==> src/rtl/instr_sequencer_pkg.sv <==
// Shared constants and state encoding for the instruction sequencer.
// Opcodes, word width and FSM states are reused by the control unit and the bench.
package instr_sequencer_pkg;

  localparam int unsigned WORD_W = 16;

  localparam logic [3:0] OP_NOP  = 4'h0;
  localparam logic [3:0] OP_LOOP = 4'hE;
  localparam logic [3:0] OP_HALT = 4'hF;

  typedef enum logic [2:0] {
    S_IDLE   = 3'd0,
    S_FETCH  = 3'd1,
    S_DECODE = 3'd2,
    S_EXEC   = 3'd3,
    S_WB     = 3'd4,
    S_HALT   = 3'd5
  } state_t;

endpackage

==> src/rtl/instr_sequencer_loop_counter.sv <==
// Single-level loop counter: remaining-repeat count plus an armed flag.
// step at count 0 disarms so the next loop instruction starts a fresh loop.
module loop_counter (
  input  logic       clock,
  input  logic       rst_n,
  input  logic       clr,
  input  logic       load,
  input  logic       step,
  input  logic [3:0] load_val,
  output logic [3:0] loop_cnt,
  output logic       loop_armed
);

  always_ff @(posedge clock) begin
    if (!rst_n || clr) begin
      loop_cnt   <= '0;
      loop_armed <= 1'b0;
    end else if (load) begin
      loop_cnt   <= load_val;
      loop_armed <= 1'b1;
    end else if (step) begin
      if (loop_cnt != 4'd0) begin
        loop_cnt <= loop_cnt - 4'd1;
      end else begin
        loop_armed <= 1'b0;
      end
    end
  end

endmodule

==> src/rtl/instr_sequencer.sv <==
// Instruction sequencer: FETCH/DECODE/EXEC/WB control with single-level loops.
// Strobes are decoded from the registered state so each is glitch-free and one-hot.
module instr_sequencer
  import instr_sequencer_pkg::*;
#(
  parameter logic [15:0] PROG_LEN = 16'd256,
  parameter logic [3:0]  OP_NOP   = instr_sequencer_pkg::OP_NOP,
  parameter logic [3:0]  OP_LOOP  = instr_sequencer_pkg::OP_LOOP,
  parameter logic [3:0]  OP_HALT  = instr_sequencer_pkg::OP_HALT
) (
  input  logic              clock,
  input  logic              rst_n,
  input  logic              start,
  input  logic [WORD_W-1:0] instr,
  input  logic              stall,
  output logic [WORD_W-1:0] pc,
  output logic [WORD_W-1:0] instr_q,
  output logic              en_sel_mem,
  output logic              en_alu,
  output logic              we_mem,
  output logic              busy,
  output logic              halted
);

  localparam logic [WORD_W-1:0] LAST_PC = PROG_LEN - 16'd1;

  state_t            state, state_d;
  logic [WORD_W-1:0] pc_d, instr_q_d;
  logic [3:0]        opcode, rep_n;
  logic [7:0]        target;
  logic [3:0]        loop_cnt;
  logic              loop_armed;
  logic              lc_clr, lc_load, lc_step;
  logic              loop_jump;

  assign opcode = instr_q[15:12];
  assign rep_n  = instr_q[11:8];
  assign target = instr_q[7:0];

  // A jump is taken when a fresh loop arms, or an armed loop still has repeats left.
  assign loop_jump = (opcode == OP_LOOP) &&
                     ((!loop_armed && (rep_n != 4'd0)) || (loop_armed && (loop_cnt != 4'd0)));

  loop_counter u_loop_counter (
    .clock      (clock),
    .rst_n      (rst_n),
    .clr        (lc_clr),
    .load       (lc_load),
    .step       (lc_step),
    .load_val   (rep_n - 4'd1),
    .loop_cnt   (loop_cnt),
    .loop_armed (loop_armed)
  );

  always_ff @(posedge clock) begin
    if (!rst_n) begin
      state   <= S_IDLE;
      pc      <= '0;
      instr_q <= '0;
    end else begin
      state   <= state_d;
      pc      <= pc_d;
      instr_q <= instr_q_d;
    end
  end

  always_comb begin
    state_d   = state;
    pc_d      = pc;
    instr_q_d = instr_q;
    lc_clr    = 1'b0;
    lc_load   = 1'b0;
    lc_step   = 1'b0;
    case (state)
      S_IDLE: begin
        pc_d = '0;
        if (start) begin
          state_d = S_FETCH;
          lc_clr  = 1'b1;
        end
      end
      S_FETCH: begin
        instr_q_d = instr;
        state_d   = S_DECODE;
      end
      S_DECODE: state_d = S_EXEC;
      S_EXEC: begin
        if (!stall) state_d = S_WB;
      end
      S_WB: begin
        if (opcode == OP_LOOP) begin
          lc_load = !loop_armed && (rep_n != 4'd0);
          lc_step = loop_armed;
        end
        if (opcode == OP_HALT) begin
          state_d = S_HALT;
        end else if (loop_jump) begin
          pc_d    = {8'd0, target};
          state_d = S_FETCH;
        end else if (pc == LAST_PC) begin
          state_d = S_HALT;
        end else begin
          pc_d    = pc + 16'd1;
          state_d = S_FETCH;
        end
      end
      S_HALT: begin
        if (start) begin
          state_d = S_FETCH;
          pc_d    = '0;
          lc_clr  = 1'b1;
        end
      end
      default: state_d = S_IDLE;
    endcase
  end

  assign en_sel_mem = (state == S_DECODE);
  assign en_alu     = (state == S_EXEC);
  assign we_mem     = (state == S_WB) && (opcode != OP_NOP) &&
                      (opcode != OP_LOOP) && (opcode != OP_HALT);
  assign busy       = (state != S_IDLE) && (state != S_HALT);
  assign halted     = (state == S_HALT);

endmodule

==> config.mk <==
export PLATFORM = sky130hd
export DESIGN_NAME = instr_sequencer
export DESIGN_NICKNAME = d
export VERILOG_FILES = /design/src/rtl/instr_sequencer_pkg.sv /design/src/rtl/instr_sequencer_loop_counter.sv /design/src/rtl/instr_sequencer.sv
export SDC_FILE = /design/constraint.sdc
export NUM_CORES = 1
export LEC_CHECK = 0
export BUFFER_PORTS_ARGS = -buffer_cell sky130_fd_sc_hd__buf_4
export CORE_ASPECT_RATIO = 0.6
export CORE_MARGIN = 2
export CORE_UTILIZATION = 43
export CTS_CLUSTER_DIAMETER = 30
export DETAILED_ROUTE_END_ITERATION = 12
export MAX_ROUTING_LAYER = met4
export PLACE_DENSITY = 0.68
export SYNTH_ARGS = -nofsm -noshare
export SYNTH_HDL_FRONTEND = slang
export SYNTH_SLANG_ARGS = --single-unit
export TNS_END_PERCENT = 20
==> constraint.sdc <==
create_clock -name clock -period 2.7 [get_ports clock]
set_input_delay 0.27 -clock clock [delete_from_list [all_inputs] [get_ports clock]]
set_output_delay 0.27 -clock clock [all_outputs]
set_load 0.05 [all_outputs]
# After elaboration in Yosys (flattened, before gate mapping)
# Index checks and enable logic that the tools add are counted.
[word_totals] ff_bits=40 inputBits=20 output_inout_bits=37 elab_cells=72
[classes] add_sub_neg=3 n_eq_ne=17 n_mux=23 reduce_logical=24
[op_table] op="16-bit 2-to-1 mux" count=4
[op_table] op="16-bit one-hot mux with 3 select lines" count=1
[op_table] op="16-bit by 1-bit adder with 16-bit output (second input constant)" count=1
[op_table] op="16-bit by 8-bit == test with 1-bit output (second input constant)" count=1
[op_table] op="3-bit 2-to-1 mux" count=5
[op_table] op="3-bit one-hot mux with 5 select lines" count=1
[op_table] op="4-bit 2-to-1 mux" count=3
[op_table] op="4-bit nonzero test" count=3
[op_table] op="1-bit 2-to-1 mux" count=9
[op_table] op="4-bit == test (second input constant)" count=2
[op_table] op="2-bit != test (second input constant)" count=4
[op_table] op="4-bit != test (second input constant)" count=2
[op_table] op="4-bit by 1-bit subtractor with 4-bit output (second input constant)" count=2
[op_table] op="1-bit logical AND" count=7
[op_table] op="3-bit by 2-bit == test with 1-bit output (second input constant)" count=2
[op_table] op="3-bit == test (second input constant)" count=2
[op_table] op="3-bit != test (second input constant)" count=2
[op_table] op="2-bit AND reduction" count=3
[op_table] op="3-bit nonzero test" count=2
[op_table] op="4-bit AND reduction" count=1
[op_table] op="2-bit nonzero test" count=2
[op_table] op="3-bit by 1-bit == test with 1-bit output (second input constant)" count=1
[op_table] op="3-bit zero test" count=1
[op_table] op="1-bit zero test" count=2
[op_table] op="3 further kinds" count=4

# Logic depth before layout (Yosys ltp)
# Gate-level depths: netlist (run 1).
[logic_depth] word_depth=7 mapped_depth=11 depth_no_buf=10

# By module
# From an unflattened synthesis (run 1), not the netlist that was laid out.
[hier_totals] cells_unflattened=285 hier_area_um2=2348.5
[modules_own_cells] mod="instr_sequencer" n_inst=1 cells_per_inst=251 area_each_um2=2055.7 seq_area_each_um2=700.7
[modules_own_cells] mod="loop_counter" n_inst=1 cells_per_inst=34 area_each_um2=292.8 seq_area_each_um2=100.1

# Worst setup path before layout (run 1)
# No wires, ideal clock.
[synth_timing] path_type="reg-to-reg" from="register pc[0]" to="register pc[0]" setup_time_ns=0.128 t_arrival_ns=2.177 required_ns=2.572 setup_slack_ns=0.395 stages_incl_launch_ff=8 path_buffers=1 synth_period_minus_slack_ns=2.305 cell_sequence="dfxtp_1 > ha_1 > nand4_1 > or4_1 > buf_6 > o21a_4 > o21ai_0 > nor2_1"
[synth_via] elab_chain_len=5 elab_cells_between_ends=8
[synth_lines] item="start, declared" line_no="instr_sequencer.sv:16" rtl="output logic [WORD_W-1:0] pc,"
[synth_lines] item="start signal, assigned" line_no="instr_sequencer.sv:62" rtl="pc <= pc_d;"
[synth_lines] item="16-bit by 1-bit adder with 16-bit output" line_no="instr_sequencer.sv:103" rtl="pc_d = pc + 16'd1;"
[synth_lines] item="16-bit 2-to-1 mux" line_no="instr_sequencer.sv:100" rtl="end else if (pc == LAST_PC) begin"
[synth_lines] item="16-bit 2-to-1 mux" line_no="instr_sequencer.sv:97" rtl="end else if (loop_jump) begin"
[synth_lines] item="16-bit 2-to-1 mux" line_no="instr_sequencer.sv:95" rtl="if (opcode == OP_HALT) begin"
[synth_lines] item="16-bit one-hot mux with 3 select lines" line_no="instr_sequencer.sv:74" rtl="case (state)"
# Parallel ways exist; a longest one is shown, timed or not. The select of a mux whose other input is x is not followed.
# A chain may end at the register's enable or synchronous reset.

# Final worst setup path (run 1)
# Ends and elaborated chain as after synthesis.

==> impl_metrics.json, run 1 <==
{
  "status": "finished, final reports clean",
  "ys.warnings.count": 0,
  "pwr_density_cell_mw_per_mm2": 671,
  "clock_path_buffers": 2,
  "syn_inst": 283,
  "grt_remaining_overflow": 0,
  "post_cts.repair.setup_buffers": 0,
  "cp.arrival_ns": 2.44,
  "timing.rr.end": "pc[0]",
  "num_rows": 19,
  "ys_seq_elements": 40,
  "p_comb_share_pct": 33.0,
  "cts_num_sinks": 40,
  "ir_drop_mv": 0.374,
  "total_leakage_power_uw": 0.00115,
  "post-dp-hpwl_um": 4650,
  "vias": 2261,
  "cts.clk_slew.worst_paths_ns": 0.08,
  "start_kind": "register",
  "routed_wl_um": 6330,
  "antenna_found_initial": 0,
  "netlist_area_mm2": 0.00217,
  "ant_nets": 0,
  "fmax_mhz": 438,
  "hold_viol": 0,
  "vias_per_cell": 5.65,
  "antenna_cells": 0,
  "yosysMostFrequentCell": "nand2_1",
  "ctsHoldBuffers": 0,
  "wl_met3_um": 507,
  "synth_common_cells": "53 x nand2_1, 40 x dfxtp_1, 28 x a21oi_1",
  "seqPwrFrac_pct": 37.8,
  "die_width_um": 95.7,
  "min_to": "instr_q[10]",
  "dp_cells": 392,
  "die_area_mm2": 0.00565,
  "crit_type": "reg2reg",
  "drv_slew": 0,
  "grt_pass1_vias": 1888,
  "p_sw_uw": 683,
  "internal-power_uw": 1170,
  "worstMarginPinSlew_ns": 0.812,
  "io_pins": 57,
  "topRoutingLayerUsed": "met4",
  "clock_skew_ns": 0.00674,
  "ys_seq_area_share_pct": 36.9,
  "synth.net_count": 305,
  "min-delay-path-class": "in2reg",
  "relSlewSlack_pct": 45.8,
  "area.growth.synth_to_final_pct": 27.4,
  "async_reset_ff_share_pct": 0,
  "setup_tns_ns": 0,
  "drive_above_1_share_pct": 23.7,
  "coreArea_mm2": 0.00471,
  "dr.first_iter.drc_count": 161,
  "drc": 0,
  "cts_buffers": 5,
  "wl_met2_um": 2420,
  "fin_util_pct": 58.7,
  "cp_data_required_time_ns": 2.86,
  "rsz0062_at_grt": "no",
  "die_h_um": 59.0,
  "timing.final.crit_period_ns": 2.29,
  "grt_max_degree": 23,
  "wl_per_cell_um": 15.8,
  "reg2reg_from": "pc[0]",
  "yosysTopAreaCell": "dfxtp_1",
  "gp_congestion": 1.00,
  "swShare_pct": 36.9,
  "finalNonFillerCells": 400,
  "nets": 358,
  "drtPass1Iterations": 5,
  "critPathMaxFanout": 8,
  "wl_met1_um": 3370,
  "grt_pass1_wl_um": 9910,
  "r2r_slack_ns": 0.41,
  "power_frac_clock_pct": 29.2,
  "synth_edf_count": 0,
  "grtUsageTotal_pct": 24.2,
  "worst_setup_path_end_kind": "register",
  "yosys_most_used_dff": "dfxtp_1",
  "insertion_delay_ns": 0.29,
  "cts_max_level": 2,
  "fillers": 459,
  "holdPathStages": 3,
  "cts_resized": 0,
  "avgSynthCellArea_um2": 7.66,
  "start_util_pct": 46.1,
  "reg2reg_depth": 6,
  "synth_top_area_share_pct": 36.9,
  "max_cap_violations": 0,
  "synth_cell_types": 50,
  "tritoncts": "built",
  "fin_crit_sh_pct": 84.6,
  "setup_violations": 0,
  "io_buffers": 56,
  "cts_root_buf": "clkbuf_8",
  "ys_top_cells_by_area": "dfxtp_1 37%, nand2_1 9.2%, a21oi_1 6.5%",
  "min-delay-start": "instr[10]"
}
-- power groups by stage --
| stage | Sequential, uW | Clock [uW] | Combinational, uW |
|---|---|---|---|
| after floorplan | 798 | 0 | 340 |
| after detailed placement | 712 | 0 | 606 |
| after global placement | 710 | 0 | 604 |
| final | 700 | 541 | 611 |
| after CTS | 699 | 549 | 608 |
| after global routing | 709 | 571 | 661 |
-- cell usage in the layout (no fill, tap or decap), types with 2 or more instances in the layout --
cell,n
or3_1,3
nand4b_1,2
a21boi_0,2
nand2_1,53
nand4_1,3
a21o_1,3
mux2i_1,4
or4_1,4
a21oi_1,28
o21a_1,3
nand2b_1,7
nor4_1,6
o211a_1,2
and2_1,2
xnor2_1,3
o31ai_1,2
buf_4,59
ha_1,2
a21oi_2,3
nand3_1,13
a22oi_1,2
o22ai_1,3
nor2_1,23
nor3_1,6
clkbuf_8,7
dfxtp_1,40
inv_1,8
and3_1,5
o21ai_0,14
a31oi_1,4
-- layer usage --
layer / global-route usage, % / vias up
met4: 5.51 / 0
li1: - / 1129
met1: 38.3 / 1034
met5: - / -
met3: 5.09 / 4
met2: 30.4 / 94
-- logic make-up (layout without fill, tap and decap cells) --
family,after synthesis,after routing,synth area share [%]
DFF,40,40,36.9
AOI/OAI and AO/OA,78,78,24.5
adders and majority gates,2,2,1.15
muxes,5,5,2.37
buffers and inverters,21,75,4.15
and+or+nand+nor,134,134,29.7
xor gates and xnor gates,3,3,1.21
-- critical path, cell delays in order (launching register included) --
cell and delay, ns:
dfxtp_1 0.42, ha_1 0.30, nand4_1 0.17, or4_1 0.75, o21a_4 0.30, o21ai_0 0.15
nor2_1 0.05
-- state kept, by name (all words and copies together), names as in the netlist --
register                   flops
instr_q                       16
pc                            16
u_loop_counter.loop_cnt        4
state                          3
u_loop_counter.loop_armed      1
-- layout make-up --
cell class	count	area, um^2	area share [%]
clock inverter	1	30.0	1.09
multi-input combinational	222	1280	46.4
timing repair buffer	59	443	16.0
tap	63	78.8	2.85
sequential	40	801	29.0
clock buffer	7	96.3	3.49
inverter	8	30.0	1.09
-- worst max path at each step --
stage | startpoint | cells after the start | slack, ns | end
2_1_floorplan | pc[0] | 7 | 0.40 | pc[0]
3_3_place_gp | pc[0] | 6 | 0.48 | pc[4]
3_5_place_dp | pc[0] | 6 | 0.45 | pc[0]
4_1_cts | state[2] | 10 | 0.44 | u_loop_counter.loop_cnt[2]
5_1_grt | state[2] | 10 | 0.1 | u_loop_counter.loop_cnt[2]
6_report | pc[0] | 6 | 0.41 | pc[0]
-- metrics by stage --
stage	area [um^2]	setup WS (ns)	power, uW	hold WS (ns)
final	2760	0.415	1850	0.216
after global routing	2760	0.0988	1940	0.210
after CTS	2760	0.439	1860	0.215
after detailed placement	2640	0.454	1320	0.477
after global placement	2640	0.479	1310	0.467
after floorplan	2170	0.395	1140	0.406
(Power assumes the default switching activity.)
==> inputs of run 2 (changes only) <==
--- a/config.mk
+++ b/config.mk
@@ -5,6 +5,7 @@
 export SDC_FILE = /design/constraint.sdc
 export NUM_CORES = 1
 export LEC_CHECK = 0
+export ABC_AREA = 1
 export BUFFER_PORTS_ARGS = -buffer_cell sky130_fd_sc_hd__buf_4
 export CORE_ASPECT_RATIO = 0.6
 export CORE_MARGIN = 2
@@ -12,7 +13,7 @@
 export CTS_CLUSTER_DIAMETER = 30
 export DETAILED_ROUTE_END_ITERATION = 12
 export MAX_ROUTING_LAYER = met4
-export PLACE_DENSITY = 0.68
+export PLACE_DENSITY = 0.7
 export SYNTH_ARGS = -nofsm -noshare
 export SYNTH_HDL_FRONTEND = slang
 export SYNTH_SLANG_ARGS = --single-unit
==> constraint.sdc (replaced) <==
create_clock -name clock -period 2.1 [get_ports clock]
set_input_delay 0.21 -clock clock [delete_from_list [all_inputs] [get_ports clock]]
set_output_delay 0.21 -clock clock [all_outputs]
set_load 0.05 [all_outputs]
==> impl_metrics.json, run 2 <==
{
  "grt_max_degree": 27,
  "mostFrequentLayoutCells": "84 x nand2_1, 57 x buf_4, 52 x nor2_1, 40 x dfxtp_1, 36 x inv_1",
  "wl_per_cell_um": 12.9,
  "dr.first_iter.drc_count": 110,
  "ys_seq_area_share_pct": 35.0,
  "gp_congestion": 0.896,
  "synth_cell_types": 34,
  "timing.rr.end": "pc[10]",
  "reg2reg_from": "pc[1]",
  "synth_edf_count": 0,
  "timing.final.crit_period_ns": 1.88,
  "die_h_um": 60.5,
  "max_cap_violations": 0,
  "power.total_uw": 3900,
  "num_rows": 20,
  "antenna_cells": 0,
  "rsz0062_at_grt": "no",
  "ir_drop_mv": 0.844,
  "ant_nets": 0,
  "ctsHoldBuffers": 0,
  "cp.arrival_ns": 2.11,
  "min-delay-start": "instr[3]",
  "io_pins": 57,
  "worst_setup_path_end_kind": "register",
  "post-dp-hpwl_um": 4540,
  "cts_num_sinks": 40,
  "cts_resized": 0,
  "pwr_density_cell_mw_per_mm2": 1370,
  "drtPass1Iterations": 4,
  "cts.clk_slew.worst_paths_ns": 0.08,
  "async_reset_ff_share_pct": 0,
  "netlist_area_mm2": 0.00228,
  "setup_violations": 0,
  "synth_common_cells": "84 x nand2_1, 53 x nor2_1, 40 x dfxtp_1",
  "antenna_found_initial": 0,
  "nets": 423,
  "coreArea_mm2": 0.00508,
  "clock_skew_ns": 0.00638,
  "area.growth.synth_to_final_pct": 24.5,
  "cts_buffers": 5,
  "use_met1_pct": 32.0,
  "clock_path_buffers": 2,
  "use_met3_pct": 5.18,
  "reg2reg_depth": 11,
  "worstMarginPinSlew_ns": 0.454,
  "die_area_mm2": 0.00593,
  "ys.warnings.count": 0,
  "syn_inst": 345,
  "cts_max_level": 2,
  "grt_pass1_wl_um": 10200,
  "tritoncts": "built",
  "status": "finished, final reports clean",
  "ys_seq_elements": 40,
  "yosysMostFrequentCell": "nand2_1",
  "post_cts.repair.setup_buffers": 0,
  "fin_crit_sh_pct": 89.5,
  "crit_type": "reg2reg",
  "grt_pass1_vias": 2199,
  "start_util_pct": 45.0,
  "fin_util_pct": 56.0,
  "setup_tns_ns": 0,
  "cp_data_required_time_ns": 2.33,
  "drv_slew": 0,
  "holdPathStages": 3,
  "grtUsageTotal_pct": 22.5,
  "yosys_most_used_dff": "dfxtp_1",
  "vias_per_cell": 5.05,
  "top_usage_layer": "met2",
  "largest_registers": "instr_q: 16 flops, pc: 16 flops, u_loop_counter.loop_cnt: 4 flops",
  "grt_remaining_overflow": 0,
  "drive_above_1_share_pct": 22.2,
  "yosysTopAreaCell": "dfxtp_1",
  "io_buffers": 56,
  "vias": 2358,
  "total_leakage_power_uw": 0.00120,
  "critPathMaxFanout": 18,
  "hold_viol": 0,
  "avgSynthCellArea_um2": 6.62,
  "fmax_mhz": 532,
  "relSlewSlack_pct": 69.5,
  "drc": 0,
  "final_common_cell": "nand2_1",
  "grt.met2_usage_pct": 32.4,
  "fillers": 514,
  "ys_top_cells_by_area": "dfxtp_1 35%, nand2_1 14%, nor2_1 8.7%",
  "min-delay-path-class": "in2reg",
  "die_width_um": 98.1,
  "routed_wl_um": 6010,
  "cts_root_buf": "clkbuf_8",
  "start_kind": "register",
  "synth_top_area_share_pct": 35.0,
  "synth.net_count": 367,
  "min_to": "instr_q[3]",
  "r2r_slack_ns": 0.22,
  "insertion_delay_ns": 0.30
}
## run 2: power by group
group	switching, uW	internal, uW
clock network	264	293
registers	213	963
logic	1580	588
## run 2: kinds of logic (layout without fill, tap and decap cells)
family,after synthesis,in the layout,synth area share [%]
DFF,40,40,35.0
xor gates and xnor gates,7,7,2.68
adders and majority gates,2,2,1.10
AOI/OAI and AO/OA,70,70,16.6
and+or+nand+nor,176,176,35.1
buffers and inverters,50,106,9.47
## run 2: per-stage QoR
| step | hold WS (ns) | cells | worst slack, ns | cell area, um^2 |
|---|---|---|---|---|
| after floorplan | 0.345 | 345 | 0.0867 | 2300 |
| after global placement | 0.434 | 460 | 0.366 | 2750 |
| after detailed placement | 0.439 | 460 | 0.260 | 2750 |
| after CTS | 0.128 | 467 | 0.245 | 2840 |
| after global routing | 0.133 | 467 | 0.0545 | 2840 |
| final | 0.133 | 467 | 0.221 | 2840 |
## run 2: layout make-up
class	count	area, um^2	share of cell area (%)
repair buffers	57	428	15.0
flip-flops and latches	40	801	28.2
well taps	66	82.6	2.90
clock buffers	7	96.3	3.39
multi-input cells	255	1280	45.0
inverters	42	158	5.54
## run 2: worst max path at each step
| stage | slack [ns] | endpoint | from |
|---|---|---|---|
| floorplan | 0.09 | pc[2] | pc[1] |
| global placement | 0.37 | u_loop_counter.loop_cnt[2] | state[2] |
| detailed placement | 0.26 | pc[15] | pc[1] |
| CTS | 0.24 | pc[15] | pc[1] |
| global route | 0.05 | pc[10] | pc[1] |
| finish | 0.22 | pc[10] | pc[1] |
## run 2: routing by layer
metal	vias up	wire [um]
li1	1224	-
met4	0	63
met1	1055	3190
met5	-	0
met2	70	2320
met3	9	432
## run 2: critical path, stage by stage, from the launching register on
cell and delay, ns:
dfxtp_1 0.41, ha_1 0.23, nand2_2 0.10, nor2_4 0.14, nand2_2 0.08, nor2_2 0.11, nand3_2 0.13, nand3_4 0.22
inv_2 0.17, nand2_1 0.09, nand2_1 0.05, nor2_1 0.09
==> inputs of run 3 (changes only) <==
--- a/config.mk
+++ b/config.mk
@@ -7,7 +7,7 @@
 export LEC_CHECK = 0
 export ABC_AREA = 1
 export BUFFER_PORTS_ARGS = -buffer_cell sky130_fd_sc_hd__buf_4
-export CORE_ASPECT_RATIO = 0.6
+export CORE_ASPECT_RATIO = 1.1
 export CORE_MARGIN = 2
 export CORE_UTILIZATION = 43
 export CTS_CLUSTER_DIAMETER = 30
==> impl_metrics.json, run 3 (synthesis results as in run 2) <==
{
  "drive_above_1_share_pct": 22.4,
  "drc": 0,
  "post-dp-hpwl_um": 4330,
  "min-delay-path-class": "in2reg",
  "cts_buffers": 5,
  "worstMarginPinSlew_ns": 0.412,
  "start_kind": "register",
  "setup_violations": 0,
  "cts_num_sinks": 40,
  "pwr_density_cell_mw_per_mm2": 1410,
  "nets": 423,
  "grt_remaining_overflow": 0,
  "vias": 2350,
  "power.total_uw": 4020,
  "cts_root_buf": "clkbuf_8",
  "final_common_cell": "nand2_1",
  "total_leakage_power_uw": 0.00121,
  "worst_setup_path_end_kind": "register",
  "cts_max_level": 2,
  "post_cts.repair.setup_buffers": 0,
  "status": "finished, final reports clean",
  "vias_per_cell": 5.11,
  "mostFrequentLayoutCells": "84 x nand2_1, 57 x buf_4, 52 x nor2_1, 40 x dfxtp_1, 36 x inv_1",
  "ant_nets": 0,
  "crit_type": "reg2reg",
  "ctsHoldBuffers": 0,
  "io_buffers": 56,
  "final_cell_area_mm2": 0.00286,
  "tritoncts": "built",
  "cts.clk_slew.worst_paths_ns": 0.08,
  "grt_pass1_vias": 2217,
  "setup_tns_ns": 0,
  "clock_path_buffers": 2,
  "fillers": 500,
  "rsz0062_at_grt": "no",
  "antenna_cells": 0,
  "grt_pass1_wl_um": 9860,
  "clock_skew_ns": 0.00361,
  "coreArea_mm2": 0.00507,
  "drtPass1Iterations": 7,
  "insertion_delay_ns": 0.29,
  "gp_congestion": 0.910,
  "dr.first_iter.drc_count": 121,
  "routed_wl_um": 5840,
  "area.growth.synth_to_final_pct": 25.4,
  "relSlewSlack_pct": 72.4,
  "max_cap_violations": 0,
  "num_rows": 27,
  "antenna_found_initial": 0,
  "cts_resized": 0,
  "grt_max_degree": 27,
  "die_h_um": 80.5,
  "hold_viol": 0,
  "start_util_pct": 45.1,
  "cp.arrival_ns": 2.01,
  "critPathMaxFanout": 18,
  "cp_data_required_time_ns": 2.26,
  "ir_drop_mv": 0.838,
  "wl_per_cell_um": 12.7,
  "die_width_um": 73.5,
  "grtUsageTotal_pct": 21.4,
  "timing.final.crit_period_ns": 1.84,
  "io_pins": 57,
  "die_area_mm2": 0.00591,
  "largest_registers": "instr_q: 16 flops, pc: 16 flops, u_loop_counter.loop_cnt: 4 flops",
  "dpl_cell_area_mm2": 0.00274,
  "drv_slew": 0,
  "fmax_mhz": 543,
  "fin_crit_sh_pct": 87.8
}
-- run 3: cell types whose count changed in the layout (fill, tap and decap cells not counted) --
cell       previous run  this run
bufinv_16             0         1
-- run 3: final cells by class --
class / instances / area [um^2] / area share [%]
multi-input cells: 255 / 1280 / 44.6
flip-flops and latches: 40 / 801 / 28.0
repair buffers: 57 / 428 / 14.9
inverters: 42 / 158 / 5.50
clock buffers: 7 / 96.3 / 3.36
well taps: 58 / 72.6 / 2.53
clock inverters: 1 / 30.0 / 1.05
-- run 3: per-layer routing --
metal  up-vias  routed length (um)  track usage [%]
met2        67                2850             35.5
li1       1217                   -                -
met3         7                 243             3.64
met1      1059                2680             26.8
met5         -                   0                -
met4         0                  55             5.82
-- run 3: power by group --
group / leakage [uW] / switching, uW / internal [uW]
combinational: 0.000822 / 1560 / 588
clock: 0.0000645 / 280 / 420
sequential: 0.000326 / 213 / 963
-- run 3: path summary, 6_finish.rpt --
kind              slack [ns]  cells past startpoint       start          to
setup / recovery        0.26                     10       pc[1]      pc[14]
hold / removal          0.14                      3    instr[7]  instr_q[7]
setup reg to reg        0.26                     10       pc[1]      pc[14]
hold reg to reg         0.48                      2  instr_q[5]  instr_q[5]
-- run 3: worst max-delay path: stages, from the launching register on --
cell and delay [ns]:
dfxtp_1 0.41, ha_1 0.22, nand2_2 0.09, nor2_4 0.12, nand2_2 0.07, nor2_2 0.12
nand3_2 0.14, nand3_4 0.21, inv_2 0.18, nand2_1 0.09, a21oi_1 0.06
-- run 3: through the flow --
| stage | utilization, % | hold slack (ns) | setup WS [ns] | instances |
|---|---|---|---|---|
| 6_report | 56.5 | 0.135 | 0.257 | 460 |
| 5_1_grt | 56.5 | 0.139 | 0.0680 | 460 |
| 4_1_cts | 56.5 | 0.131 | 0.260 | 460 |
| 3_5_place_dp | 54.0 | 0.439 | 0.287 | 452 |
| 3_3_place_gp | 54.0 | 0.432 | 0.316 | 452 |
| 2_1_floorplan | - | 0.345 | 0.0867 | 345 |
